File: config.mk
export PLATFORM = sky130hd
export DESIGN_NAME = instruction_fetch
export DESIGN_NICKNAME = d
export VERILOG_FILES = /design/src/rtl/cpu_pkg.sv /design/src/rtl/if_next_pc.sv /design/src/rtl/instruction_fetch.sv
export SDC_FILE = /design/constraint.sdc
export NUM_CORES = 1
export LEC_CHECK = 0
export CORE_ASPECT_RATIO = 1.75
export CORE_UTILIZATION = 34
export DETAILED_ROUTE_END_ITERATION = 7
export GPL_ROUTABILITY_DRIVEN = 0
export PLACE_DENSITY = 0.65
export REMOVE_ABC_BUFFERS = 1
export SLEW_MARGIN = 20
export SYNTH_ARGS = -nofsm -noshare
export SYNTH_HDL_FRONTEND = slang
export SYNTH_SLANG_ARGS = --single-unit
File: constraint.sdc
create_clock -name clock -period 2.95 [get_ports clock]
set_clock_uncertainty 0.05 [all_clocks]
set_input_delay 0.295 -clock clock [delete_from_list [all_inputs] [get_ports clock]]
set_output_delay 0.295 -clock clock [all_outputs]
set_load 0.05 [all_outputs]
File: src/rtl/cpu_pkg.sv
// Shared fetch-stage definitions: pc_sel encodings, fetch FSM states, datapath widths.
// IF_ALIGN_CHECK_EN adds the HALT state used by the misaligned-target fault.
package cpu_pkg;

    localparam int INSTR_W = 32;
    localparam int ADDR_W  = 64;

    localparam logic [1:0] PCSEL_SEQ = 2'b00;
    localparam logic [1:0] PCSEL_REL = 2'b01;
    localparam logic [1:0] PCSEL_REG = 2'b10;

`ifdef IF_ALIGN_CHECK_EN
    typedef enum logic [1:0] {
        RESET_WAIT = 2'd0,
        FETCH      = 2'd1,
        EXEC       = 2'd2,
        HALT       = 2'd3
    } fetch_state_t;
`else
    typedef enum logic [1:0] {
        RESET_WAIT = 2'd0,
        FETCH      = 2'd1,
        EXEC       = 2'd2
    } fetch_state_t;
`endif

endpackage

File: src/rtl/if_next_pc.sv
// Next-PC selection: sequential, PC-relative word offset or register target.
// Arithmetic wraps modulo 2^64; misaligned flags a target with nonzero low bits.
module if_next_pc
    import cpu_pkg::*;
(
    input  logic [ADDR_W-1:0] pc,
    input  logic [1:0]        pc_sel,
    input  logic [ADDR_W-1:0] offset,
    input  logic [ADDR_W-1:0] reg_target,
    output logic [ADDR_W-1:0] next_pc,
    output logic              misaligned
);

    always_comb begin
        case (pc_sel)
            PCSEL_REL: next_pc = pc + (offset << 2);
            PCSEL_REG: next_pc = reg_target;
            default:   next_pc = pc + 64'd4;
        endcase
    end

    assign misaligned = |next_pc[1:0];

endmodule

File: src/rtl/instruction_fetch.sv
// Fetch stage: holds PC, handshakes with instruction memory, presents one instruction at a time.
// IF_ALIGN_CHECK_EN: misaligned next PC halts with fault; otherwise low PC bits are forced to 00.
//
// state      | meaning
// RESET_WAIT | first cycle after reset, no request yet
// FETCH      | mem_req high at pc, waiting for mem_ack
// EXEC       | instruction held for control unit until instr_done
// HALT       | misaligned target trapped, left only by reset (align-check build)
module instruction_fetch
    import cpu_pkg::*;
#(
    parameter logic [ADDR_W-1:0] RESET_PC = 64'h0
) (
    input  logic                clock,
    input  logic                reset,
    input  logic [1:0]          pc_sel,
    input  logic [ADDR_W-1:0]   offset,
    input  logic [ADDR_W-1:0]   reg_target,
    input  logic                instr_done,
    output logic                mem_req,
    output logic [ADDR_W-1:0]   mem_addr,
    input  logic                mem_ack,
    input  logic [INSTR_W-1:0]  mem_rdata,
    output logic [INSTR_W-1:0]  instruction,
    output logic                instr_valid,
    output logic [ADDR_W-1:0]   pc,
    output logic [ADDR_W-1:0]   pc_plus4,
    output logic                fault
);

    fetch_state_t       state, state_d;
    logic [ADDR_W-1:0]  pc_d;
    logic [INSTR_W-1:0] instr_d;
    logic               valid_d;
    logic [ADDR_W-1:0]  next_pc;
    logic               misaligned;

    if_next_pc u_next_pc (
        .pc         (pc),
        .pc_sel     (pc_sel),
        .offset     (offset),
        .reg_target (reg_target),
        .next_pc    (next_pc),
        .misaligned (misaligned)
    );

`ifdef IF_ALIGN_CHECK_EN
    logic fault_q, fault_d;

    always_ff @(posedge clock or negedge reset) begin
        if (!reset) fault_q <= 1'b0;
        else        fault_q <= fault_d;
    end

    assign fault = fault_q;
`else
    assign fault = 1'b0;
`endif

    always_ff @(posedge clock or negedge reset) begin
        if (!reset) begin
            state       <= RESET_WAIT;
            pc          <= RESET_PC;
            instruction <= '0;
            instr_valid <= 1'b0;
        end else begin
            state       <= state_d;
            pc          <= pc_d;
            instruction <= instr_d;
            instr_valid <= valid_d;
        end
    end

    always_comb begin
        state_d = state;
        pc_d    = pc;
        instr_d = instruction;
        valid_d = instr_valid;
        mem_req = 1'b0;
`ifdef IF_ALIGN_CHECK_EN
        fault_d = fault_q;
`endif
        case (state)
            RESET_WAIT: state_d = FETCH;
            FETCH: begin
                mem_req = 1'b1;
                if (mem_ack) begin
                    instr_d = mem_rdata;
                    valid_d = 1'b1;
                    state_d = EXEC;
                end
            end
            EXEC: begin
                if (instr_done) begin
                    valid_d = 1'b0;
`ifdef IF_ALIGN_CHECK_EN
                    if (misaligned) begin
                        fault_d = 1'b1;
                        state_d = HALT;
                    end else begin
                        pc_d    = next_pc;
                        state_d = FETCH;
                    end
`else
                    pc_d    = misaligned ? {next_pc[ADDR_W-1:2], 2'b00} : next_pc;
                    state_d = FETCH;
`endif
                end
            end
`ifdef IF_ALIGN_CHECK_EN
            HALT: state_d = HALT;
`endif
            default: state_d = RESET_WAIT;
        endcase
    end

    // mem_req decodes straight from state so an async reset drops it at once
    assign mem_addr = pc;
    assign pc_plus4 = pc + 64'd4;

endmodule

==> impl_metrics.env <==
export IMPL_first_pass_iters=7
export IMPL_whs_ps=415
export IMPL_hp_class="in2async"
export IMPL_drt_iter0_markers=748
export IMPL_synthArstFlopShare=1.00
export IMPL_grt_pass1_vias=14027
export IMPL_cts_sinks=99
export IMPL_start_util=0.344
export IMPL_mostFrequentLayoutCell="buf_4"
export IMPL_finalCritPeriodShare=1.08
export IMPL_layout_nets=2237
export IMPL_vias=13588
export IMPL_maxSlewViolCount=0
export IMPL_final_setup_worst_slack_ps=-236
export IMPL_postRouteAntennaNets=0
export IMPL_relSlewSlack=0.560
export IMPL_power_density_nw_per_um2=1090
export IMPL_insertion_delay_ps=390
export IMPL_htree_num_levels=3
export IMPL_seq_area_frac_synth=0.234
export IMPL_drive_gt1_frac=0.339
export IMPL_synthToLayoutAreaGrowth_pct=84.6
export IMPL_r2r_start="mem_addr[2]"
export IMPL_crit_required_ps=2610
export IMPL_gr_total_overflow=0
export IMPL_max_stage_delay_ps=410
export IMPL_regArea_um2=2480
export IMPL_synth_area_leaders="dfrtp_1 23%, ha_1 7.6%, a21oi_1 6.2%, xnor2_1 5.3%, nand2_1 5.2%"
export IMPL_die_h_um=235
export IMPL_grtUsageTotal=0.321
export IMPL_avgSynthCellArea_um2=7.78
export IMPL_drc=0
export IMPL_critPathLaunchType="flop"
export IMPL_critPathLaunch="mem_addr[6]"
export IMPL_ys_flop_type="dfrtp_1"
export IMPL_finalHoldViolations=0
export IMPL_multiInputGateArea_um2=8670
export IMPL_yosysUniqueCellTypes=86
export IMPL_pin_count=393
export IMPL_worst_setup_hold_path_clk_slew_ps=80
export IMPL_final_area_um2=19500
export IMPL_violations="negative setup slack"
export IMPL_fin_crit_ps=3190
export IMPL_run_status="finished with violations"
export IMPL_coreArea_um2=30700
export IMPL_grt_pass1_wl_um=76600
export IMPL_worstPathArrival_ps=2840
export IMPL_ys_ff_latch=99
export IMPL_netlist_area_um2=10600
export IMPL_crit_chain="buf_6, nand2_2, or3_4, nor4_4, buf_12, nand4_1, inv_1, and3_4, xor2_2, buf_4, buf_12"
export IMPL_crit_fanout=4
export IMPL_yosysWarnings=0
export IMPL_setup_violations=43
export IMPL_vdd_drop_max_v=0.000929
export IMPL_wl_per_cell_um=21.8
export IMPL_cts_root_buf="clkbuf_16"
export IMPL_die_w_um=135
export IMPL_worstMarginPinSlew_ps=659
export IMPL_die_area_um2=31900
export IMPL_path_common_cell="buf_12"
export IMPL_crit_type="reg2out"
export IMPL_cts_path_max_buffers=2
export IMPL_synth_top_area_frac=0.234
export IMPL_postSynthCellCount=1361
export IMPL_cts_tree="built"
export IMPL_power_leakage_nw=8.43
export IMPL_cp_slowest_cell="dfrtp_1"
export IMPL_synth_edf_count=0
export IMPL_hpwl_um=40200
export IMPL_cts_made_buffers=9
export IMPL_postPlaceCellArea_um2=17000
export IMPL_vias_per_cell=5.65
export IMPL_fill_cells=2582
export IMPL_io_buffers=387
export IMPL_cp_end_kind="output port"
export IMPL_antenna_found_initial=3
export IMPL_cap_violations=0
export IMPL_grt_max_degree=60
export IMPL_final_cell_mix="343 x buf_4, 330 x clkdlybuf4s50_1, 136 x nand2_1"
export IMPL_max_freq_ghz=0.314
export IMPL_drt_wl_total_um=52300
export IMPL_row_count=85
export IMPL_yosysTopAreaCell="dfrtp_1"
export IMPL_rsz0062_at_grt="true"
==> flip-flops by register name (all words and copies together), names as in the netlist <==
| name | count |
|---|---|
| mem_addr | 64 |
| instruction | 32 |
| state | 2 |
| instr_valid | 1 |
==> per-layer routing <==
layer  up-vias  part of all wire  routed length [um]  GRT usage
met4         0             0.091                4770      0.279
met1      6438              0.31               16200      0.283
met3       237             0.067                3530     0.0700
li1       6211                 -                   -          -
met5         -                 0                   0          0
met2       702              0.53               27800      0.596
==> synthesized netlist by cell type, types with 9 or more instances <==
master	n
nand2_1	146
a21oi_1	132
dfrtp_1	99
nor2_1	93
o21ai_0	86
buf_4	70
ha_1	64
xnor2_1	64
nand3_1	54
clkbuf_1	50
xor2_1	46
inv_1	36
a221oi_1	33
and3_1	33
mux2_2	33
a21o_1	26
nor3_1	25
nand4_1	21
a31oi_1	19
o21ai_1	19
and2_1	15
o31ai_1	14
o211ai_1	12
o21bai_1	12
and4_1	11
buf_2	10
o22ai_1	9
==> cells by family after synthesis <==
kind of cell             synth area share
AND/OR/NAND/NOR                     0.205
flip-flops                          0.234
adder cells (fa/ha/maj)            0.0776
other                            0.000354
AO/OA/AOI/OAI                       0.261
buffers and inverters              0.0874
multiplexers                       0.0418
XOR/XNOR                           0.0926
==> path summary, 6_finish.rpt <==
check | to | slack, ps | cells past startpoint
max in group asynchronous | instruction[29] | 1630 | 3
min reg2reg | state[0] | 440 | 1
max reg2reg | mem_addr[62] | -240 | 14
min in group clock | state[0] | 440 | 1
max | pc_plus4[61] | -240 | 11
min | mem_addr[63] | 410 | 2
==> area by class of cell <==
class / instances / share of cell area
inverter: 36 / 0.00692
tap: 391 / 0.0250
antenna: 2 / 0.000256
clock buffer: 11 / 0.0124
timing repair buffer: 769 / 0.383
sequential: 99 / 0.127
multi-input combinational: 1091 / 0.444
clock inverter: 5 / 0.00179
==> stage by stage <==
step	TNS (ps)	total power [mW]	worst slack (ps)	utilization	std cells
after floorplan	-68760	11.3	-1070	-	1226
after global placement	-23620	18.2	-830	0.554	2307
after detailed placement	-24500	18.4	-863	0.554	2307
after CTS	-3000	20.6	-199	0.607	2365
after global routing	-8820	22.2	-320	0.636	2404
final	-4530	21.3	-236	0.636	2404
==> worst max-delay path, delay by kind of cell (launching register included) <==
family / cells / cell delay [ps]
XOR/XNOR: 1 / 150
buffers and inverters: 5 / 720
flip-flops: 1 / 410
AND/OR/NAND/NOR: 5 / 1170
==> what timing repair did <==
action,4_1_cts,5_1_grt
hold buffers,1,0
cloned,0,0
hold endpoints to repair,40,0
setup endpoints to repair,77,82
gates resized for setup,181,112
buffers inserted,42,43
pin swaps,64,77
==> power breakdown <==
part / total, mW / switching, mW / internal [mW]
registers: 2.37 / 0.439 / 1.93
clock network: 1.24 / 0.635 / 0.600
logic: 17.7 / 10.4 / 7.33
No activity file was read; power rests on OpenSTA's default activity.
==> variant, RTL diff (same settings) <==
The 3 states of `fetch_state_t` get a one-hot encoding in 3 bits.
--- a/src/rtl/cpu_pkg.sv
+++ b/src/rtl/cpu_pkg.sv
@@ -17,10 +17,10 @@
         HALT       = 2'd3
     } fetch_state_t;
 `else
-    typedef enum logic [1:0] {
-        RESET_WAIT = 2'd0,
-        FETCH      = 2'd1,
-        EXEC       = 2'd2
+    typedef enum logic [2:0] {
+        RESET_WAIT = 3'b001,
+        FETCH      = 3'b010,
+        EXEC       = 3'b100
     } fetch_state_t;
 `endif
 
Formal check against the unedited RTL: no difference found for any inputs over 4 cycles, from zero or initial values and one cycle with reset low; so few cycles prove little.
==> variant against the original RTL <==
The run still ends with negative setup slack left; hold slack improved by 4.9 ps; die area decreased by 1.9%; non-clock buffer count decreased by 5; critical path depth increased by 1; cell area decreased by 2.6%; setup slack improved by 82 ps; area after synthesis decreased by 1.9%; via count decreased by 4.5%; synthesized cell count decreased by 4.8%; wire length decreased by 7.4%; total power decreased by 13%; sequential cell count increased by 1; largest power group unchanged; highest routed layer is now met5.
==> variant: results (changes against the original RTL) <==
status=finished, violations left; violated checks=negative setup slack; clock root buffer=clkbuf_16; register area share after synthesis=24.11% (+0.70 points); final worst slack=-153.6 ps (+82.44 ps); Worst EP arrival=2760 ps (-80 ps); CP max stage delay=510 ps (+100 ps); dominant cells by area after synthesis=dfrtp_1, ha_1, xnor2_1; Reg clk slew, reported paths=80 ps (about the same); Initial DRC Count=676 (-9.6%); Top Family by Delay on Critical Path=simple AND/OR/NAND/NOR gates; average vias per placed instance=5.598 (-0.96%); final setup vio count=32 (-26%); worst-margin pin slew=743.5 ps (+84.08 ps); WL final=48430 um (-7.4%); Worst Path Max Fanout=4 (unchanged); most common library cells after synthesis=a21oi_1, nand2_1, nor2_1; Global Route met2 Usage=57.51% (-2.1 points); all-layer global routing usage=30.02% (-2.1 points); Worst VDD drop=0.0007189 V (-23%); NumNets Final=2154 (-3.7%); worst-skew pair later-pin latency=390 ps (about the same); Post-synth top flop=dfrtp_1; met1 GRT Util=28.03% (-0.24 points); CP max-delay cell=dfrtp_1; layout cells sized above 1=34.08% (+0.21 points); leak pwr=8.071 nW (-4.3%); synth unique cells=79 (-8.1%); htree depth=3 (unchanged); GR Layer Usage met3=4.340% (-2.7 points); DPL Wire Length=37130 um (-7.6%); # fillers=2500 (-3.2%); first-pass GRT wire length=71170 um (-7.1%); HP Class=in2async; number of flip-flops in the largest register=64 (unchanged); CTS Buf Count=9 (unchanged); initial antenna violation count=5 (+2); 1st-pass router iterations=5 (-2); largest net degree at the start of global routing=72 (+20%); share of flip-flops with an asynchronous set or reset=100.0% (unchanged); vias in the first global route=13140 (-6.3%)
[variant: path summary, 6_finish.rpt]
| path | cells after the start | from | slack, ps | end |
|---|---|---|---|---|
| worst max-delay path | 12 | mem_addr[29] | -150 | pc_plus4[46] |
| worst min-delay path | 2 | reset | 420 | mem_addr[45] |
| worst max register to register | 12 | mem_addr[33] | -110 | mem_addr[61] |
| worst min register to register | 1 | instr_valid | 440 | instr_valid |
| max in group asynchronous | 3 | reset | 1660 | instruction[15] |
| min in group clock | 1 | instr_valid | 440 | instr_valid |
[variant: final cells by class]
| type | count | area share, % |
|---|---|---|
| Antenna cell | 4 | 0.05259 |
| Clock buffer | 9 | 1.183 |
| Inverter | 29 | 0.5720 |
| Timing Repair Buffer | 764 | 39.29 |
| Tap cell | 387 | 2.544 |
| Clock inverter | 7 | 0.3353 |
| Sequential cell | 100 | 13.15 |
| Multi-Input combinational cell | 1019 | 42.87 |
[variant: timing repair]
item                                    CTS  global route
hold endpoints to repair                 41             0
gates resized for setup                 143           109
pin swaps                                72            68
hold buffers                              1             0
endpoints found under the setup margin   73            80
setup buffers                            31            27
[variant: metrics by stage]
step | cell area, um^2 | setup TNS, ps | std cells | hold slack (ps) | setup WS (ps)
2_1_floorplan | 9554 | -58670 | 1148 | -50.59 | -985.8
3_3_place_gp | 16990 | -19330 | 2247 | 321.8 | -679.7
3_5_place_dp | 16990 | -20320 | 2247 | 319.7 | -745.9
4_1_cts | 18260 | -1920 | 2289 | 448.7 | -163.3
5_1_grt | 19030 | -7792 | 2319 | 475.0 | -264.0
6_report | 19030 | -1546 | 2319 | 419.8 | -153.6
[variant: per-layer routing]
metal  up-vias  wire (um)
li1       5948          -
met1      6206      16040
met2       630      25990
met3       196       2703
met4         2       3691
met5         -         11
[variant: cells by family (layout without fill, tap and decap cells)]
kind of cell | count (synthesis) | after routing | share of synthesized area (%)
multiplexers | 42 | 42 | 4.470
AO/OA/AOI/OAI | 422 | 422 | 27.39
XOR/XNOR | 115 | 115 | 9.700
other | 1 | 5 | 0.03611
AND/OR/NAND/NOR | 374 | 374 | 17.35
buffers and inverters | 177 | 809 | 9.037
adder cells (fa/ha/maj) | 65 | 65 | 7.905
flip-flops | 100 | 100 | 24.11
[variant: power by group]
part | total, mW | switching, mW | internal [mW]
clock network | 1.25 | 0.662 | 0.593
logic | 14.9 | 8.52 | 6.40
registers | 2.29 | 0.397 | 1.89
total | 18.5 | 9.57 | 8.88
